**src/rtl/image_filter_core.sv**
```systemverilog
// Streaming 3x3 neighbourhood filter (identity/mean/sharpen/edge) for square 8-bit images.
// Optional IMG_BINARIZE_EN macro adds filter code 4 = threshold at 128.
module image_filter_core #(
  parameter int MAX_SIZE = 16
) (
  input  logic       clk,
  input  logic       rst,
  input  logic       start,
  input  logic [7:0] size,
  input  logic [7:0] filter,
  input  logic       validData,
  input  logic [7:0] pixel_in1,
  input  logic [7:0] pixel_in2,
  input  logic [7:0] pixel_in3,
  output logic       ValidResult,
  output logic [7:0] Pixel_address,
  output logic [7:0] pixel_out
);

  typedef enum logic [1:0] {IDLE, RUN, DONE} state_t;
  typedef struct packed {
    logic [7:0] top;
    logic [7:0] mid;
    logic [7:0] bot;
  } col_t;

  state_t     state, state_n;
  logic [7:0] size_q, filter_q, col, row;
  col_t       col_w, col_c, col_e;
  logic       start_ok, load, accept, has_win, last_col, last_row;
  logic [7:0] result, addr;

  assign col_e    = {pixel_in1, pixel_in2, pixel_in3};
  assign start_ok = start && (size >= 8'd3) && (size <= 8'(MAX_SIZE));

  // State register
  always_ff @(posedge clk) begin
    if (rst) state <= IDLE;
    else     state <= state_n;
  end

  // Next-state logic
  always_comb begin
    state_n = state;
    case (state)
      IDLE:    if (start_ok) state_n = RUN;
      RUN:     if (accept && last_col && last_row) state_n = DONE;
      DONE:    state_n = IDLE;
      default: state_n = IDLE;
    endcase
  end

  // Control outputs
  always_comb begin
    load     = (state == IDLE) && start_ok;
    accept   = (state == RUN) && validData;
    last_col = (col == size_q - 8'd1);
    last_row = (row == size_q - 8'd3);
    has_win  = accept && (col >= 8'd2);
  end

  function automatic logic [7:0] clamp(input logic signed [12:0] v);
    if (v < 0)           return 8'd0;
    else if (v > 13'sd255) return 8'd255;
    else                 return v[7:0];
  endfunction

  // Window taps: W = col_w, C = col_c (centre column), E = incoming column
  logic signed [12:0] x, n, s, wp, ep, s8, mean_q, sharp, edge_v, edge_abs;
  always_comb begin
    x  = {5'd0, col_c.mid};
    n  = {5'd0, col_c.top};
    s  = {5'd0, col_c.bot};
    wp = {5'd0, col_w.mid};
    ep = {5'd0, col_e.mid};
    s8 = {5'd0, col_w.top} + wp + {5'd0, col_w.bot} + n + s
       + {5'd0, col_e.top} + ep + {5'd0, col_e.bot};
    mean_q   = (x + s8) / 13'sd9;
    sharp    = 13'sd5 * x - n - s - wp - ep;
    edge_v   = (x <<< 3) - s8;
    edge_abs = (edge_v < 0) ? -edge_v : edge_v;
    case (filter_q)
      8'd1:    result = clamp(mean_q);
      8'd2:    result = clamp(sharp);
      8'd3:    result = clamp(edge_abs);
`ifdef IMG_BINARIZE_EN
      8'd4:    result = (col_c.mid >= 8'd128) ? 8'd255 : 8'd0;
`endif
      default: result = col_c.mid;
    endcase
    addr = (row + 8'd1) * size_q + (col - 8'd1);
  end

  always_ff @(posedge clk) begin
    if (rst) begin
      size_q        <= '0;
      filter_q      <= '0;
      col           <= '0;
      row           <= '0;
      col_w         <= '0;
      col_c         <= '0;
      ValidResult   <= 1'b0;
      Pixel_address <= '0;
      pixel_out     <= '0;
    end else begin
      ValidResult <= 1'b0;
      if (load) begin
        size_q   <= size;
        filter_q <= filter;
        col      <= '0;
        row      <= '0;
        col_w    <= '0;
        col_c    <= '0;
      end else if (accept) begin
        if (has_win) begin
          ValidResult   <= 1'b1;
          pixel_out     <= result;
          Pixel_address <= addr;
        end
        // Row wrap: the next row starts a fresh window
        if (last_col) begin
          col   <= '0;
          row   <= row + 8'd1;
          col_w <= '0;
          col_c <= '0;
        end else begin
          col   <= col + 8'd1;
          col_w <= col_c;
          col_c <= col_e;
        end
      end
    end
  end

endmodule

```
**config.mk**
```make
export PLATFORM = sky130hd
export DESIGN_NAME = image_filter_core
export DESIGN_NICKNAME = d
export VERILOG_FILES = /design/src/rtl/image_filter_core.sv
export SDC_FILE = /design/constraint.sdc
export NUM_CORES = 1
export LEC_CHECK = 0
export CAP_MARGIN = 10
export CORE_MARGIN = 1
export CORE_UTILIZATION = 50
export CTS_BUF_LIST = sky130_fd_sc_hd__clkbuf_4
export CTS_CLUSTER_DIAMETER = 80
export CTS_CLUSTER_SIZE = 28
export DETAILED_ROUTE_END_ITERATION = 16
export HOLD_SLACK_MARGIN = 0.15
export PLACE_DENSITY = 0.72
export REMOVE_ABC_BUFFERS = 1
export SLEW_MARGIN = 40
export SYNTH_ARGS = -nofsm -noshare
export SYNTH_HDL_FRONTEND = slang
export SYNTH_SLANG_ARGS = --single-unit
export TNS_END_PERCENT = 20
```
**constraint.sdc**
```tcl
create_clock -name clk -period 19.2 [get_ports clk]
set_input_delay 3.84 -clock clk [delete_from_list [all_inputs] [get_ports clk]]
set_output_delay 3.84 -clock clk [all_outputs]
set_load 0.02 [all_outputs]
```
==> flow_summary.ini, run 1 <==
[synthesis]
ys.flop_type = dfxtp_1
syn_inst = 1360
synth-seq-cells = 99
avgSynthCellArea_um2 = 7.98
async_flop_share_pct = 0
synth_area_um2 = 10900
synth-edff-count = 0
yosysWarnings = 0
yosysUniqueCellTypes = 88
yosysSeqAreaShare_pct = 18.3

[pwr]
total_power_mw = 0.949
power.leakage_nw = 5.02
irDropWorstVdd_mv = 0.0570
p_per_area_nw_per_um2 = 80.3

[finish]
final_common_cell = inv_1
ff_latch_area_um2 = 1980
fin_cells = 1673
post-route-util_pct = 55.9
most-common-layout-cells = inv_1 (233), nand2_1 (173), a21oi_1 (118)
fin_nets = 1614
drive_gt1_share_pct = 4.80
area_growth_pct = 8.85
fillers = 1977
final_area_um2 = 11800
multi_input_area_um2 = 7840

[routing]
first_pass_iters = 5
drc_errors = 0
viasPerCell = 5.36
wirelength_um = 24800
vias = 8971
ant_nets = 0
wire_per_inst_um = 14.8
drt_iter0_markers = 497

[clock_tree]
cts_resized = 0
cts_made_buffers = 9
clk_path_buf_depth = 2
path_clk_slew_ns = 0.18
root_buffer = clkbuf_4
htree_num_levels = 3
clock-sinks = 99
cts_tree = built
postCtsHoldBufs = 0
worstSkewPairLatency_ns = 0.51
postCtsSetupBuffers = 0

[placement]
port-buffer-count = 60
gp_congestion = 0.848
post_dp_cell_area_um2 = 11700
hpwl_um = 19700
place_inst = 1656

[critical_path]
cp_slowest_cell = xor2_1
worstSetupPathType = primary input to register
cp-end-kind = register
worstPathRequired_ns = 19.63
path_common_cell = fa_1
critPathMaxFanout = 11
critical_path_arrival_ns = 12.78
startpoint_type = primary input
crit_path_max_incr_delay_ns = 0.63

[global_routing]
grt_max_degree = 57
grt_overflow = 0
first_global_vias = 8715
grt_pass1_wl_um = 42100
antenna_found_initial = 1
grt_usage_pct = 23.4

[worst_hold_path]
min_path_type = register to register

[timing]
timing.fmax_mhz = 81.0
fin_tns_setup_ns = 0
period_minus_slack_ns = 12.35
hold_viol_final = 0
tightestPinTransition_ns = 0.798
setup_violations = 0
maxSlewHeadroom_pct = 46.6
rsz0062_at_grt = false
post-route-period-util_pct = 64.3
fin_worst_skew_ns = 0.0261
finalMaxSlewViolations = 0

[floorplanning]
ioPinCount = 61
die_h_um = 149
start_util_pct = 51.3
die_x_um = 149
num_rows = 53
coreArea_um2 = 21200
die_area_um2 = 22300

[job]
maxCapViolCount = 0

[outcome]
run_status = finished clean
[layout make-up]
class | count | share of cell area [%]
sequential | 99 | 16.8
tap | 275 | 2.91
clock buffer | 9 | 0.572
clock inverter | 7 | 0.720
antenna | 1 | 0.0212
timing repair buffer | 63 | 5.27
inverter | 233 | 7.40
multi-input combinational | 986 | 66.3
[flip-flops by register name (all words and copies together), names as in the netlist, 8 cells and up]
name	count
filter_q	8
col_c	24
col_w	24
row	8
Pixel_address	8
pixel_out	8
size_q	8
col	8
[cell families after synthesis]
group	count (synthesis)	synth area share [%]
AND/OR/NAND/NOR	398	17.3
flip-flops	99	18.3
adder cells (fa/ha/maj)	181	27.2
buffers and inverters	275	9.71
XOR/XNOR	103	8.38
multiplexers	17	1.60
AO/OA/AOI/OAI	287	17.6
[cells in the mapped netlist (all sizes together), types with 3 or more instances]
master   count  area share [%]
nor4         9            0.58
a21o        25             1.7
clkbuf      36             1.2
o21ai       49             2.4
maj3         3            0.29
mux2         3            0.31
ha          86             9.9
inv        233             8.1
o31ai        4            0.28
nand2      176             6.1
o211ai      13            0.94
a311oi       3            0.24
xnor2       68             5.6
and2        14            0.81
dfxtp       99              18
a211o        4            0.32
nand2b      12            0.69
a32oi        3            0.38
fa          92              17
or4          4            0.35
o21bai       3            0.21
or2          5            0.29
o221ai       3            0.40
and3         6            0.39
a211oi      13             1.2
o31a         3            0.24
a21boi       8            0.59
buf          6            0.41
nor2b        9            0.52
nor3b        6            0.41
nand4       11            0.63
nand3       18            0.83
or3         13            0.80
a2111oi      3            0.24
nor3        23             1.3
xor2        35             2.8
mux2i       14             1.3
a21oi      122             5.8
o21a         7            0.50
o2111ai      4            0.32
nor2        85             3.0
[where the power goes]
group | internal [mW] | switching, mW
clock network | 0.0418 | 0.0815
registers | 0.206 | 0.00149
logic | 0.245 | 0.373
[critical path: cells and delay by family]
family / cells / cell delay, ns
AOI/OAI and AO/OA: 8 / 1.44
xor gates and xnor gates: 2 / 0.79
adders and majority gates: 9 / 3.67
buffers and inverters: 3 / 0.59
and+or+nand+nor: 11 / 2.45
[layer usage]
| metal | routed length (um) | global-route usage [%] | up-vias |
|---|---|---|---|
| met2 | 12200 | 39.9 | 155 |
| met1 | 11400 | 31.8 | 4276 |
| met3 | 883 | 2.51 | 23 |
| met4 | 300 | 5.46 | 0 |
| met5 | 0 | 0 | - |
| li1 | - | - | 4517 |
[path summary, 6_finish.rpt]
check	start	end	slack (ns)	cells after the start
setup reg to reg	col_w[11]	pixel_out[0]	10.36	33
hold reg to reg	col_w[2]	col_w[2]	0.46	2
hold / removal	col_w[2]	col_w[2]	0.46	2
setup / recovery	pixel_in1[2]	pixel_out[0]	6.85	33
[per-stage QoR]
step	setup WS, ns	hold slack, ns
2_1_floorplan	7.48	0.436
3_5_place_dp	6.36	0.446
3_3_place_gp	6.53	0.442
6_report	6.85	0.464
4_1_cts	6.93	0.466
5_1_grt	6.31	0.490
Note: power is estimated with default switching activity, not from simulation.
==> run 2: changes to the inputs <==
- PLACE_DENSITY: 0.72 -> 0.74
- clock period: 19.2 -> 10.3 ns (I/O delays scaled with it)
==> run 2 against run 1 <==
First-iteration DRC count shrank 0.40%. Total power increased by 120%. Design area up 5.4%. Clock skew rose by 0.0080 ns. Global-route usage up 1.5 points. Via count up 5.1%. Die area stayed put. Final cell count grew 4.4%. Routed wire length up 6.9%. Critical endpoint unchanged. Largest power group unchanged.
==> flow_summary.ini, run 2 (synthesized netlist as in run 1, its figures left out) <==
[critical_path]
crit_path_max_incr_delay_ns = 0.53
critical_path_arrival_ns = 10.40
cp-end-kind = register
worstSetupPathType = primary input to register
path_common_cell = fa_1
rrSetupSlack_ns = 1.98
worstPathRequired_ns = 10.71
startpoint_type = primary input
cp_slowest_cell = fa_1
critPathMaxFanout = 5

[placement]
hpwl_um = 21100
port-buffer-count = 60
gp_congestion = 0.943
dp_slack_ns = -0.300

[timing]
setup_violations = 0
worst_slack_ns = 0.304
tightestPinTransition_ns = 0.878
maxSlewHeadroom_pct = 40.8
fin_worst_skew_ns = 0.0341
timing.fmax_mhz = 100
hold_viol_final = 0
finalMaxSlewViolations = 0
fin_tns_setup_ns = 0
hold-worst-slack_ns = 0.453
post-route-period-util_pct = 97.0
period_minus_slack_ns = 10.0

[global_routing]
grt_pass1_wl_um = 44700
antenna_found_initial = 1
grt_max_degree = 57
grt_usage_pct = 25.0
grt_overflow = 0
first_global_vias = 9359

[floorplanning]
die_h_um = 149
die_x_um = 149
ioPinCount = 61
start_util_pct = 51.3
die_area_um2 = 22300
coreArea_um2 = 21200
num_rows = 53

[clock_tree]
root_buffer = clkbuf_4
worstSkewPairLatency_ns = 0.51
cts_tree = built
cts_made_buffers = 9
postCtsHoldBufs = 0
path_clk_slew_ns = 0.16
clk_path_buf_depth = 2
htree_num_levels = 3
clock-sinks = 99

[finish]
ff_latch_area_um2 = 1980
fillers = 1896
reg_top3 = col_c x24, col_w x24
fin_nets = 1688
most-common-layout-cells = inv_1 (233), nand2_1 (173), a21oi_1 (115)
final_common_cell = inv_1
multi_input_area_um2 = 7930
post-route-util_pct = 58.9
area_growth_pct = 14.7
drive_gt1_share_pct = 10.6

[routing]
wire_per_inst_um = 15.2
drt_iter0_markers = 495
drc_errors = 0
ant_nets = 0
vias = 9432
viasPerCell = 5.40
wirelength_um = 26500
first_pass_iters = 5

[pwr]
p_per_area_nw_per_um2 = 167
power.leakage_nw = 5.41
irDropWorstVdd_mv = 0.161
total_power_mw = 2.09

[worst_hold_path]
min_path_type = register to register

[job]
maxCapViolCount = 0

[outcome]
run_status = finished clean
run 2: cell types whose count changed in the layout (fill, tap and decap cells not counted), moves of 3 or more:
cell / change
buf_4: +74
xnor2_1: -3
a21oi_2: +3
xnor2_2: +3
a21oi_1: -3
run 2: worst paths after layout:
path / start / endpoint / cells after the start
worst max register to register: col_w[3] / pixel_out[0] / 33
worst max-delay path: pixel_in1[2] / pixel_out[0] / 34
worst min-delay path: col_c[23] / col_w[23] / 2
worst min register to register: col_c[23] / col_w[23] / 2
run 2: per-layer routing:
layer	vias to the layer above	part of all wire [%]	GRT usage, %
met5	-	0	0
met4	0	2.7	9.18
met3	48	4.0	3.43
met2	187	49	42.2
met1	4519	44	32.3
li1	4678	-	-
run 2: final cells by class:
| type | instances | share of cell area, % |
|---|---|---|
| tap | 275 | 2.76 |
| timing repair buffer | 137 | 9.47 |
| clock buffer | 9 | 0.543 |
| antenna | 1 | 0.0201 |
| multi-input combinational | 986 | 63.7 |
| inverter | 233 | 7.02 |
| sequential | 99 | 15.9 |
| clock inverter | 7 | 0.603 |
run 2: report_power, final:
group          internal (mW)  total (mW)  leakage [nW]  switching [mW]
Clock                 0.0751       0.223        0.0706           0.148
Combinational          0.695        1.48          4.54           0.780
Sequential             0.385       0.387         0.797         0.00270
Total                   1.15        2.09          5.41           0.931
run 2: what timing repair did:
action                                  4_1_cts  5_1_grt
endpoints found under the setup margin        0        1
buffers inserted                              0        2
gates resized for setup                       0       18
run 2: per-stage QoR:
| step | instance area [um2] | std cells |
|---|---|---|
| after floorplan | 10700 | 1318 |
| after global placement | 12200 | 1728 |
| after detailed placement | 12200 | 1728 |
| after CTS | 12300 | 1744 |
| after global routing | 12500 | 1747 |
| final | 12500 | 1747 |
run 2: critical path, delay by kind of cell:
| kind | cells | cell delay, ns |
|---|---|---|
| AOI/OAI and AO/OA | 10 | 1.65 |
| adders and majority gates | 9 | 3.57 |
| xor gates and xnor gates | 1 | 0.14 |
| and+or+nand+nor | 11 | 2.39 |
| buffers and inverters | 3 | 0.59 |
